$ cat src/rtl/fpga_top_pkg.sv
// ---------------------------------------------------------------------------
// fpga_top_pkg
// This package holds the shared constants for the behavioural fabric model
// used with the local_clk_test benchmark:
//   - the pad counts and configuration chain geometry;
//   - the input pad indices that carry the benchmark signals;
//   - the output pad indices that the three user registers drive.
// ---------------------------------------------------------------------------
package fpga_top_pkg;

  localparam int NUM_IN     = 94;
  localparam int NUM_OUT    = 96;
  localparam int NUM_CHAINS = 8;
  localparam int CHAIN_LEN  = 16;

  // A2F pads carrying the benchmark inputs
  localparam int PAD_A     = 50;
  localparam int PAD_B     = 70;
  localparam int PAD_LCLK  = 57;
  localparam int PAD_LRSTN = 58;

  // F2A pads driven by the user registers
  localparam int OUT_C   = 50;
  localparam int OUT_CLK = 51;
  localparam int OUT_RST = 52;

  // Width of the oscillator clock-out port kept for wrapper connectivity
  localparam int NUM_OSC_CO = 12;

endpackage

$ cat src/rtl/fpga_ccff_chain.sv
// ---------------------------------------------------------------------------
// fpga_ccff_chain
// This module is one configuration chain: a CHAIN_LEN-bit serial shift
// register. The fabric is pre-configured, so nothing reads the chain
// contents. The chain exists only so that the serial path from head to tail
// behaves as the wrapper expects.
//
// Ports:
//   clk      in   rising-edge clock
//   reset    in   synchronous active-high reset; clears the chain
//   shift_en in   shifts one position per clock while high, holds otherwise
//   head     in   serial data in, which enters bit 0
//   tail     out  serial data out, taken from bit CHAIN_LEN-1
// ---------------------------------------------------------------------------
module fpga_ccff_chain #(
  parameter int CHAIN_LEN = 16
) (
  input  logic clk,
  input  logic reset,
  input  logic shift_en,
  input  logic head,
  output logic tail
);

  logic [CHAIN_LEN-1:0] bits_q;
  logic [CHAIN_LEN-1:0] bits_d;

  always_comb begin
    bits_d = bits_q;
    if (shift_en) begin
      bits_d = {bits_q[CHAIN_LEN-2:0], head};
    end
  end

  always_ff @(posedge clk) begin
    if (reset) begin
      bits_q <= '0;
    end else begin
      bits_q <= bits_d;
    end
  end

  assign tail = bits_q[CHAIN_LEN-1];

endmodule

$ cat src/rtl/fpga_top_fabric.sv
// ---------------------------------------------------------------------------
// fpga_top_fabric
// This module is a behavioural model of the pre-configured FPGA fabric for
// the local_clk_test benchmark. It takes the place of the fabric netlist
// inside the formal-verification wrapper.
//
// It drives three registered copies of (A & B) onto fixed output pads:
//   - C  : updates on every clk edge;
//   - LC : updates only on a synchronised rising edge of the local-clock pad;
//   - LR : is forced to 0 while the synchronised local reset (active low) is
//          asserted.
//
// The configuration chains, scan controls and mode outputs are kept so that
// the wrapper connections stay the same as with the real netlist.
//
// Ports:
//   clk, reset                           clock and sync active-high reset
//   config_enable                        shifts the configuration chains
//   SE0..SE2, SC0, SC1, SR               scan controls (no effect)
//   gfpga_pad_pinput_extmode_A2F         input pads
//   gfpga_pad_pinput_dchain_extmode_A2F  dchain pads (unused)
//   gfpga_pad_poutput_F2A                output pads
//   gfpga_pad_pinput_extmode_mode_o      per-pad mode (1 on used inputs)
//   gfpga_pad_pinput_dchain_extmode_mode_o, gfpga_pad_mmffosc2cko_wrapper_C_O
//                                        constant 0
//   ccff_head / ccff_tail                serial configuration data in/out
// ---------------------------------------------------------------------------
module fpga_top_fabric
  import fpga_top_pkg::*;
#(
  parameter int NUM_IN     = fpga_top_pkg::NUM_IN,
  parameter int NUM_OUT    = fpga_top_pkg::NUM_OUT,
  parameter int NUM_CHAINS = fpga_top_pkg::NUM_CHAINS,
  parameter int CHAIN_LEN  = fpga_top_pkg::CHAIN_LEN
) (
  input  logic                  clk,
  input  logic                  reset,
  input  logic                  config_enable,
  input  logic                  SE0,
  input  logic                  SE1,
  input  logic                  SE2,
  input  logic                  SC0,
  input  logic                  SC1,
  input  logic                  SR,
  input  logic [0:NUM_IN-1]     gfpga_pad_pinput_extmode_A2F,
  input  logic [0:1]            gfpga_pad_pinput_dchain_extmode_A2F,
  output logic [0:NUM_OUT-1]    gfpga_pad_poutput_F2A,
  output logic [0:NUM_IN-1]     gfpga_pad_pinput_extmode_mode_o,
  output logic [0:1]            gfpga_pad_pinput_dchain_extmode_mode_o,
  output logic [0:NUM_OSC_CO-1] gfpga_pad_mmffosc2cko_wrapper_C_O,
  input  logic [0:NUM_CHAINS-1] ccff_head,
  output logic [0:NUM_CHAINS-1] ccff_tail
);

  logic a;
  logic b;
  logic ab;
  logic lce;

  logic c_q,   c_d;
  logic lc_q,  lc_d;
  logic lr_q,  lr_d;
  logic sl1_q, sl1_d;
  logic sl2_q, sl2_d;
  logic sl3_q, sl3_d;
  logic sr1_q, sr1_d;
  logic sr2_q, sr2_d;

  assign a  = gfpga_pad_pinput_extmode_A2F[PAD_A];
  assign b  = gfpga_pad_pinput_extmode_A2F[PAD_B];
  assign ab = a & b;

  always_comb begin
    // Local clock: two synchroniser flops, then a delay flop. The pulse
    // detector lasts one cycle, on the first synchronised cycle after a rise.
    sl1_d = gfpga_pad_pinput_extmode_A2F[PAD_LCLK];
    sl2_d = sl1_q;
    sl3_d = sl2_q;
    lce   = sl2_q & ~sl3_q;

    // Local reset: both synchroniser flops reset to 0. This means the local
    // reset counts as asserted until the pad has been high for two cycles.
    sr1_d = gfpga_pad_pinput_extmode_A2F[PAD_LRSTN];
    sr2_d = sr1_q;

    c_d  = ab;
    lc_d = lce ? ab : lc_q;
    lr_d = sr2_q ? ab : 1'b0;
  end

  always_ff @(posedge clk) begin
    if (reset) begin
      c_q   <= 1'b0;
      lc_q  <= 1'b0;
      lr_q  <= 1'b0;
      sl1_q <= 1'b0;
      sl2_q <= 1'b0;
      sl3_q <= 1'b0;
      sr1_q <= 1'b0;
      sr2_q <= 1'b0;
    end else begin
      c_q   <= c_d;
      lc_q  <= lc_d;
      lr_q  <= lr_d;
      sl1_q <= sl1_d;
      sl2_q <= sl2_d;
      sl3_q <= sl3_d;
      sr1_q <= sr1_d;
      sr2_q <= sr2_d;
    end
  end

  always_comb begin
    gfpga_pad_poutput_F2A          = '0;
    gfpga_pad_poutput_F2A[OUT_C]   = c_q;
    gfpga_pad_poutput_F2A[OUT_CLK] = lc_q;
    gfpga_pad_poutput_F2A[OUT_RST] = lr_q;
  end

  always_comb begin
    gfpga_pad_pinput_extmode_mode_o            = '0;
    gfpga_pad_pinput_extmode_mode_o[PAD_A]     = 1'b1;
    gfpga_pad_pinput_extmode_mode_o[PAD_B]     = 1'b1;
    gfpga_pad_pinput_extmode_mode_o[PAD_LCLK]  = 1'b1;
    gfpga_pad_pinput_extmode_mode_o[PAD_LRSTN] = 1'b1;
  end

  assign gfpga_pad_pinput_dchain_extmode_mode_o = '0;
  assign gfpga_pad_mmffosc2cko_wrapper_C_O      = '0;

  for (genvar i = 0; i < NUM_CHAINS; i++) begin : g_chain
    fpga_ccff_chain #(
      .CHAIN_LEN (CHAIN_LEN)
    ) u_chain (
      .clk      (clk),
      .reset    (reset),
      .shift_en (config_enable),
      .head     (ccff_head[i]),
      .tail     (ccff_tail[i])
    );
  end

  // The scan controls, dchain pads and unused A2F pads are present only to
  // keep wrapper connectivity.
  logic unused_inputs;
  assign unused_inputs = ^{SE0, SE1, SE2, SC0, SC1, SR,
                           gfpga_pad_pinput_dchain_extmode_A2F,
                           gfpga_pad_pinput_extmode_A2F};

endmodule

$ cat config.mk
export PLATFORM = sky130hd
export DESIGN_NAME = fpga_top_fabric
export DESIGN_NICKNAME = d
export VERILOG_FILES = /design/src/rtl/fpga_top_pkg.sv /design/src/rtl/fpga_ccff_chain.sv /design/src/rtl/fpga_top_fabric.sv
export SDC_FILE = /design/constraint.sdc
export NUM_CORES = 1
export LEC_CHECK = 0
export BUFFER_PORTS_ARGS = -buffer_cell sky130_fd_sc_hd__buf_4
export CELL_PAD_IN_SITES_DETAIL_PLACEMENT = 1
export CELL_PAD_IN_SITES_GLOBAL_PLACEMENT = 1
export CORE_MARGIN = 1
export CORE_UTILIZATION = 33
export DETAILED_ROUTE_END_ITERATION = 10
export GPL_ROUTABILITY_DRIVEN = 0
export PLACE_DENSITY = 0.76
export SLEW_MARGIN = 20
export SYNTH_ARGS = -nofsm -noshare
export SYNTH_HDL_FRONTEND = slang
export SYNTH_SLANG_ARGS = --single-unit
$ cat constraint.sdc
create_clock -name clk -period 1.47 [get_ports clk]
set_clock_uncertainty 0.15 [all_clocks]
set_input_delay 0.441 -clock clk [delete_from_list [all_inputs] [get_ports clk]]
set_output_delay 0.441 -clock clk [all_outputs]
set_load 0.05 [all_outputs]
==> results by stage, run 1 <==
Detailed routing:
- In this run the remaining antenna-violating nets after routing total 0.
- The routed wire length per instance is 9.79 um.
- The routed design has between 9000 and 10000 um of wire.
- The DRC violation count after routing is 0.
- The average vias per placed instance is about 3.7.
- The first detailed-routing pass ran for 4 iterations.
- Across all layers, the routed design uses approximately 3500 vias.
- The starting DRC count in detailed routing is 45.

GRT:
- Entering global routing, the biggest net connects 38 pins.
- The first global-routing pass estimated around 14000 um of wire.
- The number of antenna violations at the first check in global routing is 0.
- After global routing the overflow that remains totals 0.
- Across every metal layer, demand over resource in global routing totals 0.0904.
- The via count of the first global-routing pass came to 3165.

Worst setup path:
- For flop-to-flop paths, the worst setup slack is roughly 410 ps.
- The number of buffers and inverters on the critical path is 1.
- Counting cells, the worst reg-to-reg path comes to 3.
- The signal on the critical path passes through buf_8.
- The endpoint arrival time on the critical path is a little over 900 ps.
- The endpoint required time on the critical path is 880 ps.
- STA classifies the critical path startpoint as a register.
- The critical register-to-register path startpoint is sl2_q$_SDFF_PP0_.
- The worst setup path is captured at a primary output.
- The critical path's slowest cell is dfxtp_4.
- The end of the worst register-to-register path is lc_q$_SDFFE_PP0P_.
- The worst setup path is of the reg -> out kind.
- The cell family contributing the most delay on the critical path is flip-flops.
- The largest single stage delay on the critical path is around 370 ps.
- The top fanout value on the critical path is 2.
- The critical path depth in cells is 1.

Power:
- The analysis attributes to cell leakage a power of roughly 0.0033 uW.
- IR analysis of the VDD net gives a maximum drop of 0.821 mV.
- Power spread over the standard cell area amounts to about 1400 nW/um^2.

Logic synthesis:
- The synthesized-area fraction occupied by xor and xnor cells is 0.
- Yosys mapped the design onto 16 distinct sky130hd cell types.
- Counting flops and latches in the post-synthesis netlist gives approximately 140.
- The share of the synthesized area in compound gates (AO/OA/AOI/OAI) is 0.00154.
- The number of cells produced by synthesis is between 600 and 700.
- The largest family of logic cells by synthesized area is buffers and inverters.
- The synthesized area divided by synthesized cell count is about 10 um^2.
- The count of yosys warnings during synthesis is 0.
- For this run, the register share of the synthesized area comes to 0.420.
- The proportion of synthesized area in mux cells is 0.198.
- Of the total synthesized cell area, the portion taken by full adders, half adders and majority gates is 0.
- The simple logic cell fraction of the synthesized area is 0.0816.
- The cell area that synthesis handed to floorplanning was between 6000 and 7000 um^2.

Floorplanning:
- The total number of placement rows is 50.
- The area inside the core boundary is roughly 19000 um^2.
- The die covers around 20000 um^2.
- Measured along the y axis, the die boundary spans 142 um.
- The number of top-level pins is roughly 330.
- The starting utilization of the core area is 0.342.
- The horizontal die dimension is approximately 140 um.

Finish:
- Compared with the post-synthesis result, the final layout area differs by 3.90%.
- The final layout net count is approximately 800.
- At the end of the flow the core is filled with cells to 0.355.
- With fillers left out, the area of the finished cells amounts to 6740 um^2.
- The repair_antennas step left the layout with diodes totalling 0.
- The share of final-layout standard cells stronger than drive strength 1 is 0.130.

Timing:
- Across all hold checks on the routed design, the worst slack comes to 114 ps.
- The clock period minus final worst setup slack is ~1500 ps.
- The final number of max-transition violations came to 0.
- Setup repair after global routing could not meet its margin everywhere.
- The post-route clock period utilization is 1.03.
- The hold violation total from the final report came to 0.
- The final number of setup-violating endpoints is 10.
- The fmax is around 660 MHz.
- The least setup slack across all paths after layout is -47.9 ps.

Clock network:
- The root buffer cell is clkbuf_16.
- Buffers inserted during clock tree synthesis total 17.
- TritonCTS built the clock tree.
- The latest clock arrival within the worst-skew pair is around 410 ps.
- The longest clock path from root to sink contains 2 buffers.
- The H-tree was split into 4 levels.
- The clock net in this run drives a total of approximately 140 sinks.
- Clock-pin slew was measured on the worst setup and hold paths at 60 ps.

Outcome:
- The final reports fail on negative setup slack.
- The run finished, with violations left.

Placement:
- Detailed placement finished with a half-perimeter wire length of ~6000 um.
- Buffers placed on the I/O ports in this run total 25.
- In this run the cell area measured after placement is between 6000 and 7000 um^2.

Worst hold path:
- The endpoint of the worst hold-timing path is sl1_q$_SDFF_PP0_.
- The hold-critical path depth is 2.
- The startpoint identified for the worst hold timing path is gfpga_pad_pinput_extmode_A2F[57].
- The tightest min-delay check is of the in -> reg type.

Run:
- Across the run, the number of max-cap violations was 0.
metrics by stage:
step / std cells / power (uW) / TNS, ps / setup WS (ps)
2_1_floorplan: 846 / 5660 / 0 / 207
3_3_place_gp: 908 / 5280 / 0 / 44.7
3_5_place_dp: 908 / 5280 / 0 / 22.7
4_1_cts: 943 / 9380 / -360 / -62.2
5_1_grt: 943 / 9620 / -540 / -75.5
6_report: 943 / 9290 / -167 / -47.9
final cells by class:
class,count,area [um^2]
Fill cell,2173,12200
Sequential cell,136,2740
Multi-Input combinational cell,468,2570
Timing Repair Buffer,46,515
Clock buffer,17,425
Tap cell,260,325
Clock inverter,15,153
Inverter,1,3.75
power breakdown:
part	leakage [uW]	switching (uW)	internal [uW]
Sequential	0.00110	16.1	3720
Clock	0.000271	1580	2490
Combinational	0.00189	1310	171
registers in the layout (all words and copies together), names as in the netlist:
register / count
c_q: 1
sl2_q: 1
sr1_q: 1
sr2_q: 1
lr_q: 1
sl3_q: 1
lc_q: 1
sl1_q: 1
g_chain.u_chain.bits_q: 128
repair_timing:
item | CTS | global route
hold buffers | 0 | 0
gates resized for setup | 30 | 3
setup endpoints to repair | 11 | 11
buffers inserted | 3 | 0
cells in the final DEF (no fill, tap or decap), types with 2 or more instances in the layout:
master      netlist  layout
inv_6             0       2
bufinv_16         0       2
dfxtp_2           0      10
buf_6             1       2
nor2b_1           4       4
nor2_1          130     130
clkbuf_16         0      17
mux2i_1         128     128
clkinv_4          0       2
clkinv_2          0       4
buf_12           13       7
buf_4           212      27
clkinvlp_4        0       5
buf_8             0      10
dfxtp_1         136     125
conb_1            2     201
kinds of logic after synthesis:
kind of cell,count (synthesis)
other,2
AO/OA/AOI/OAI,2
buffers and inverters,242
AND/OR/NAND/NOR,137
multiplexers,128
flip-flops,136
cells in the mapped netlist (all sizes together):
master | count | area share
a21oi | 1 | 0.00077
and2 | 1 | 0.00097
buf | 234 | 0.29
clkbuf | 7 | 0.0041
conb | 2 | 0.0012
dfxtp | 136 | 0.42
inv | 1 | 0.00058
mux2i | 128 | 0.20
nand2 | 1 | 0.00058
nor2 | 130 | 0.075
nor2b | 4 | 0.0039
o21ai | 1 | 0.00077
or3 | 1 | 0.00097
worst max-delay path by stage:
stage | start | endpoint | slack (ps)
6_report | g_chain[3].u_chain.bits_q[15]$_SDFFE_PP0P_ | ccff_tail[3] | -50
5_1_grt | g_chain[3].u_chain.bits_q[15]$_SDFFE_PP0P_ | ccff_tail[3] | -80
4_1_cts | g_chain[3].u_chain.bits_q[15]$_SDFFE_PP0P_ | ccff_tail[3] | -60
3_5_place_dp | config_enable | g_chain[4].u_chain.bits_q[13]$_SDFFE_PP0P_ | 20
3_3_place_gp | config_enable | g_chain[4].u_chain.bits_q[1]$_SDFFE_PP0P_ | 40
2_1_floorplan | reset | g_chain[0].u_chain.bits_q[0]$_SDFFE_PP0P_ | 210
layer usage:
metal	vias up	share of wire	track usage
met1	1629	0.39	0.0917
met5	-	0	0
met2	141	0.53	0.164
li1	1700	-	-
met3	12	0.066	0.0283
met4	0	0.017	0.0515
Note: power is estimated with default switching activity, not from simulation.
==> inputs of run 2 (changes only) <==
SYNTH_HIERARCHICAL = 1   (was unset)
==> run 2 against run 1 <==
  * Sequential power barely moved
  * Largest power group unchanged
  * Register-to-register slack worse by 40 ps
  * Final area hardly changed
  * Cell count fell by 0.53%
  * The flow still finishes with violations (negative setup slack)
==> results by stage, run 2 <==
Worst setup path:
- The start point of the critical path is lc_q$_SDFFE_PP0P_.
- The maximum cell stage delay along the critical path is roughly 360 ps.
- The count of buffer and inverter cells on the critical path is 1.
- The top fanout value on the critical path is 2.
- The slack of the worst reg-to-reg path is between 300 and 400 ps.
- The worst setup path is of the reg -> out kind.
- The capturing element of the worst setup path is gfpga_pad_poutput_F2A[51].
- The critical register-to-register path startpoint is sl2_q$_SDFF_PP0_.
- The endpoint required time on the critical path is between 800 and 900 ps.
- The path depth of the worst reg2reg path is 3.
- The endpoint identified for the worst register-to-register timing path is lc_q$_SDFFE_PP0P_.
- Data arrives at the worst endpoint at about 900 ps.
- Walking the worst path, the cells encountered are buf_8.
- The critical path's slowest cell is dfxtp_2.
- The worst setup path is captured at a primary output.
- In this run the number of cells on the critical path is 1.
- The kind of start point of the critical path is a register.
- The gate family responsible for the most delay along the worst path is flip-flops.

Detailed routing:
- For this run, design rule violations remaining after detail routing come to 0.
- The routed wire length per instance is approximately 10 um.
- The first routing iteration left 103 violations.
- The average vias per placed instance is 3.71.
- The final wirelength is between 9000 and 10000 um.
- The detail route stage leaves a number of antenna-violating nets equal to 0.
- The first-pass iteration count of the detailed router is 4.
- The total number of vias is 3481.

Timing:
- The final number of max-transition violations is 0.
- In the post-route analysis, the smallest setup slack over all paths is -36.0 ps.
- Hold timing on the final database bottoms out at a slack of between 100 and 150 ps.
- The hold violation total from the final report is 0.
- Setup repair after global routing could not meet its margin everywhere.
- The worst path in the final design needs a cycle of 1510 ps, including I/O delays and setup.
- The post-route clock period utilization is 1.02.
- The final number of setup-violating endpoints is 10.
- For this run, the top clock speed supported by timing is around 660 MHz.

Logic synthesis:
- The most used flip-flop cell after synthesis is dfxtp_1.
- The area of the mapped netlist is approximately 6400 um^2.
- The simple logic cell fraction of the synthesized area is 0.0826.
- The share of synthesized area in the top cell type comes to 0.425.
- After synthesis, the largest family of logic cells by area is buffers and inverters.
- The Yosys step of the flow raised 6 warnings.
- The synthesized-area fraction occupied by xor and xnor cells is 0.
- Of all cell types, the one taking the most synthesized area is dfxtp_1.
- The number of flops mapped to enable cells by yosys is 0.
- The share of async-settable or async-resettable flops after synthesis is 0.
- Measured against the total synthesized area, the mux share comes to 0.200.
- By area the synthesized netlist is led by dfxtp_1 (43%), buf_4 (24%), mux2i_1 (20%).
- The adder-cell share of the synthesized area is 0.
- The number of storage elements in the synthesis netlist is about 140.
- The number of cells produced by synthesis is 642.
- The synthesized area divided by synthesized cell count is around 10 um^2.
- The post-synthesis sequential area ratio is 0.425.
- The count of different cell masters after synthesis is 16.
- buf_4 is the most common cell in the netlist.
- The share of the synthesized area in compound gates (AO/OA/AOI/OAI) is 0.00156.
- By count the netlist is led by buf_4 (204), dfxtp_1 (136), nor2_1 (130).

Finish:
- The finished layout cell area is a little under 7000 um^2.
- The filler cell count is 2170.
- The area occupied by multi-input gates is 2570 um^2.
- Compared with the post-synthesis result, the final layout area differs by 5.10%.
- The register with the most flip-flops in the layout has about 130 of them.
- The register with the most flip-flops in the final layout is g_chain.u_chain/bits_q.
- The number of antenna diodes in the final layout is 0.
- Leaving out fill and tap cells, the most frequent cells in the layout are conb_1 (201), nor2_1 (130), mux2i_1 (128).
- The share of final-layout standard cells stronger than drive strength 1 is 0.119.
- In the final layout, flip-flops and latches occupy between 2000 and 3000 um^2.
- The most common cell after layout, fill and taps aside is conb_1.
- At the end of the flow, the number of nets in the layout was 778.

GRT:
- Entering global routing, the biggest net connects 37 pins.
- The global route total overflow is 0.
- The number of antenna violations at the first check in global routing was 0.
- For this run, global-route usage on met2 was measured as 0.163.
- The met1 usage is 0.105.
- The via count of the first global-routing pass was around 3400.
- The global-route wire length before repair is around 15000 um.
- For this run, global-route usage on met3 was measured as 0.0344.
- Across every metal layer, demand over resource in global routing totals 0.0962.
- The most used routing layer in global routing is met2.

Placement:
- Detailed placement ended at an HPWL of 5970 um.
- The count of buffers added on input and output ports is 25.
- Once placement finished, the instance area stood at roughly 6000 um^2.

Clock network:
- Clock tree synthesis found a total of 136 sinks.
- After clock tree synthesis, the clock-pin slew on the worst setup and hold paths is about 60 ps.
- The later pin in the worst-skew pair is clocked with a latency of between 400 and 500 ps.
- The number of hold buffers added after cts is 0.
- The maximum buffer depth of the clock tree is 2.
- The total number of H-tree levels is 4.
- Clock tree synthesis inserted a total of 17 buffers.
- The root buffer cell is clkbuf_16.
- TritonCTS built the clock tree.

Floorplanning:
- The number of top-level pins is 325.
- The area inside the core boundary is around 19000 um^2.
- The die is about 140 um tall.
- The initialized floorplan defines 50 standard-cell rows.
- From left edge to right edge, the die measures around 140 um.
- The initial utilization of the core area, before any placement, comes to 0.339.
- The overall die area is 20000 um^2.

Power:
- The maximum ir drop on the vdd rail is 0.831 mV.
- In this run the power density over the cells is 1430 nW/um^2.
- The leakage power summed over all cells is ~0.0033 uW.

Run:
- Max-cap violations in this run came to 0.

Outcome:
- The final reports fail on negative setup slack.
- The run finished, with violations left.

Worst hold path:
- The worst min-delay path category is in -> reg.
- The hold path startpoint is gfpga_pad_pinput_extmode_A2F[58].
run 2: changes by cell type after synthesis, sizes merged:
cell	delta
buf	+2
clkbuf	-7
run 2: per-stage QoR:
stage               worst slack [ps]  std cells  total power (uW)  setup TNS (ps)   util
floorplan                        277        841              5640               0      -
global placement                66.1        905              5270               0  0.318
detailed placement              32.5        905              5280               0  0.318
CTS                            -64.7        938              9750            -452  0.356
global route                   -69.9        938              9990            -573  0.356
finish                         -36.0        938              9640            -181  0.356
run 2: cells by family (layout without fill, tap and decap cells):
kind of cell,Yosys count,count (layout)
AOI/OAI and AO/OA,2,2
buffers and inverters,237,74
DFF,136,136
muxes,128,128
other,2,201
and+or+nand+nor,137,137
run 2: what timing repair did:
item | in CTS | in global routing
setup endpoints to repair | 11 | 11
buffers inserted | 1 | 0
resized for setup | 30 | 3
cloned | 0 | 0
hold endpoints to repair | 0 | 0
run 2: how the worst min path moves through the flow:
stage	to	slack, ps	cells past startpoint
finish	sr1_q$_SDFF_PP0_	110	2
global route	g_chain[4].u_chain/bits_q[0]$_SDFFE_PP0P_	120	3
CTS	sr1_q$_SDFF_PP0_	90	2
detailed placement	lr_q$_SDFF_PP0_	260	1
global placement	lr_q$_SDFF_PP0_	260	1
floorplan	lr_q$_SDFF_PP0_	260	1
run 2: layer usage:
metal | wire length (um) | up-vias
li1 | - | 1692
met1 | 3920 | 1632
met2 | 4720 | 149
met3 | 702 | 8
met4 | 112 | 0
met5 | 0 | -
run 2: power breakdown:
| part | switching [uW] | internal [uW] | leakage (uW) |
|---|---|---|---|
| Sequential | 16.6 | 3720 | 0.00110 |
| Clock | 1540 | 2890 | 0.000301 |
| Combinational | 1310 | 163 | 0.00186 |
| Total | 2860 | 6770 | 0.00326 |
run 2: cell type report:
class                      count  share of cell area
tap                          260              0.0483
inverter                       1            0.000558
timing repair buffer          41              0.0697
multi-input combinational    468               0.382
clock buffer                  21              0.0669
clock inverter                11              0.0256
sequential                   136               0.406
==> inputs of run 3 (changes only) <==
CTS_BUF_LIST = sky130_fd_sc_hd__clkbuf_16   (was unset)
==> run 3 against run 2 <==
  * Clock power down 2%
  * First-iteration DRC count up 9.7%
  * Sequential power about the same
  * Critical endpoint unchanged
  * Sequential cell count unchanged
  * The flow still finishes with violations (negative setup slack)
  * Fmax about the same
  * Worst setup slack about the same
  * Total power down 0.76%
  * Via count up 0.20%
  * Wire length down 0.25%
  * Largest cell class unchanged
==> results by stage, run 3 (same netlist as run 2, synthesis figures left out) <==
Finish:
- Across the whole layout, storage elements account for ~2700 um^2.
- The share of final-layout standard cells stronger than drive strength 1 is 0.118.
- The antenna diode instance count is 0.
- Summing all multi-input logic gate instances after layout gives about 2600 um^2.
- The final core area utilization is 0.356.
- The library cell used most frequently in the layout, excluding fill and tap cells, is conb_1.
- The final layout net count is 778.
- The register with the most flip-flops in the final layout is g_chain.u_chain/bits_q.
- Compared with the post-synthesis result, the final layout area differs by 4.94%.
- The register with the most flip-flops in the layout has around 130 of them.
- The filler cell count is 2173.
- In the layout the commonest cells are conb_1 (201), nor2_1 (130), mux2i_1 (128).

GRT:
- The via count of the first global-routing pass came to ~3300.
- The global route total overflow is 0.
- The first global-routing pass estimated ~15000 um of wire.
- Entering global routing, the biggest net connects 37 pins.
- The number of antenna violations at the first check in global routing was 0.
- For this run, the total global-route usage over all layers was measured as 0.0961.

Worst setup path:
- The kind of start point of the critical path is a register.
- For the worst setup path, the data required time is 880 ps.
- The critical register-to-register path startpoint is sl2_q$_SDFF_PP0_.
- The path depth of the worst reg2reg path is 3.
- The critical path goes through buf_8.
- Together, buffers and inverters on the worst path number 1.
- The type of the worst setup path is reg -> out.
- The critical path's slowest cell is dfxtp_2.
- The maximum cell stage delay along the critical path is ~360 ps.
- The top fanout value on the critical path is 2.
- The end of the worst register-to-register path is lc_q$_SDFFE_PP0P_.
- The gate family responsible for the most delay along the worst path is flip-flops.
- The endpoint arrival time on the critical path is around 920 ps.
- The worst register-to-register path has a setup slack of ~360 ps.
- STA classifies the critical path endpoint as a primary output.

Clock network:
- TritonCTS built the clock tree.
- The latest clock arrival within the worst-skew pair is slightly above 400 ps.
- The total number of H-tree levels is 4.
- The number of hold buffers added after cts is 0.
- The tree built by TritonCTS fans out to roughly 140 sinks.
- The maximum buffer depth of the clock tree is 2.
- After clock tree synthesis, the clock-pin slew on the worst setup and hold paths is 60 ps.
- The number of buffers inserted during clock tree synthesis is 17.
- The root buffer cell is clkbuf_16.

Power:
- The share of total power dissipated in combinational logic is 0.154.
- The power share of the sequential group is 0.391.
- The share of total power dissipated in the clock network is 0.455.
- The overall power of the completed layout is roughly 9600 uW.
- The maximum ir drop on the vdd rail is approximately 0.82 mV.
- For this design the static power due to leakage is around 0.0033 uW.
- The internal portion of the total power is 6700 uW.
- The switching part of the total power is 0.300.
- The switching power is roughly 2900 uW.
- For this design the ratio of total power to cell area is between 1000 and 1500 nW/um^2.

Outcome:
- The run finished, with violations left.
- The final reports fail on negative setup slack.

Worst hold path:
- The hold-critical path depth is 2.
- The worst hold path terminates at sr1_q$_SDFF_PP0_.
- The worst hold path begins at gfpga_pad_pinput_extmode_A2F[58].
- The worst min-delay path category is in -> reg.

Detailed routing:
- Detailed routing inserted a total of approximately 3500 vias.
- In the final routed layout, each cell accounts on average for about 10 um.
- The first routing iteration left roughly 110 violations.
- The final wirelength is ~9400 um.
- The first-pass iteration count of the detailed router is 4.
- For this run, design rule violations remaining after detail routing come to 0.
- The average vias per placed instance is 3.72.
- The post-detailed-route count of antenna-violating nets is 0.

Floorplanning:
- The die covers 20000 um^2.
- The horizontal die dimension is between 100 and 150 um.
- For this design the top-level I/O count stands at 325.
- The floorplan has 50 rows.
- The area inside the core boundary is 18900 um^2.
- From bottom edge to top edge, the die measures between 100 and 150 um.
- The initial utilization of the core area, before any placement, comes to 0.339.

Timing:
- Setup repair after global routing could not meet its margin everywhere.
- The final number of max-transition violations is 0.
- Setup violations remaining at the end of the flow were counted as 11.
- The fmax is roughly 660 MHz.
- Of the available clock period, the critical path in the final layout requires 1.02.
- After layout, the minimum clock period comes to between 1500 and 2000 ps.
- The hold violation total from the final report is 0.
- The least setup slack across all paths after layout is -36.2 ps.

Placement:
- Summed over all nets, the half-perimeter wirelength after detailed placement is roughly 6000 um.
- The quantity of I/O buffers inserted on ports is 25.
- The pre-CTS setup slack is about 33 ps.

Run:
- Max-cap violations in this run came to 0.
run 3: cell types whose count changed in the layout (fill, tap and decap cells not counted):
cell,before,now
clkbuf_1,3,0
clkbuf_8,1,0
inv_1,1,4
clkinv_1,0,1
run 3: how the worst max path moves through the flow:
stage,start,to,cells past startpoint
6_report,lc_q$_SDFFE_PP0P_,gfpga_pad_poutput_F2A[51],1
5_1_grt,g_chain[6].u_chain/bits_q[15]$_SDFFE_PP0P_,ccff_tail[6],1
4_1_cts,lc_q$_SDFFE_PP0P_,gfpga_pad_poutput_F2A[51],1
3_5_place_dp,config_enable,g_chain[4].u_chain/bits_q[2]$_SDFFE_PP0P_,4
3_3_place_gp,config_enable,g_chain[4].u_chain/bits_q[4]$_SDFFE_PP0P_,4
2_1_floorplan,g_chain[0].u_chain/bits_q[15]$_SDFFE_PP0P_,ccff_tail[0],0
run 3: through the flow:
| stage | cells | hold slack (ps) | instance area [um^2] | setup TNS (ps) |
|---|---|---|---|---|
| detailed placement | 905 | 264 | 6010 | 0 |
| global placement | 905 | 260 | 6010 | 0 |
| floorplan | 841 | 256 | 7150 | 0 |
| CTS | 938 | 93.3 | 6710 | -453 |
| global route | 938 | 118 | 6720 | -574 |
| finish | 938 | 109 | 6720 | -185 |
run 3: timing repair:
action                                  4_1_cts  5_1_grt
endpoints found under the setup margin       11       11
pin swaps                                     0        0
buffers inserted                              1        0
resized for setup                            30        3
run 3: power groups by stage:
stage	registers, uW	logic [uW]	clock network (uW)
final	3740	1470	4350
after global routing	3740	1530	4650
after CTS	3740	1460	4480
after detailed placement	3820	1460	0
after global placement	3820	1450	0
after floorplan	3810	1830	0
run 3: layout make-up:
class | instances | area share
clock buffers | 17 | 0.0633
clock inverters | 15 | 0.0279
inverters | 1 | 0.000558
multi-input cells | 468 | 0.383
flip-flops and latches | 136 | 0.407
well taps | 260 | 0.0484
repair buffers | 41 | 0.0698
run 3: metal layers:
metal	routed length (um)	track usage
met1	3910	0.105
met2	4690	0.163
met3	699	0.0344
met4	125	0.0515
met5	0	0
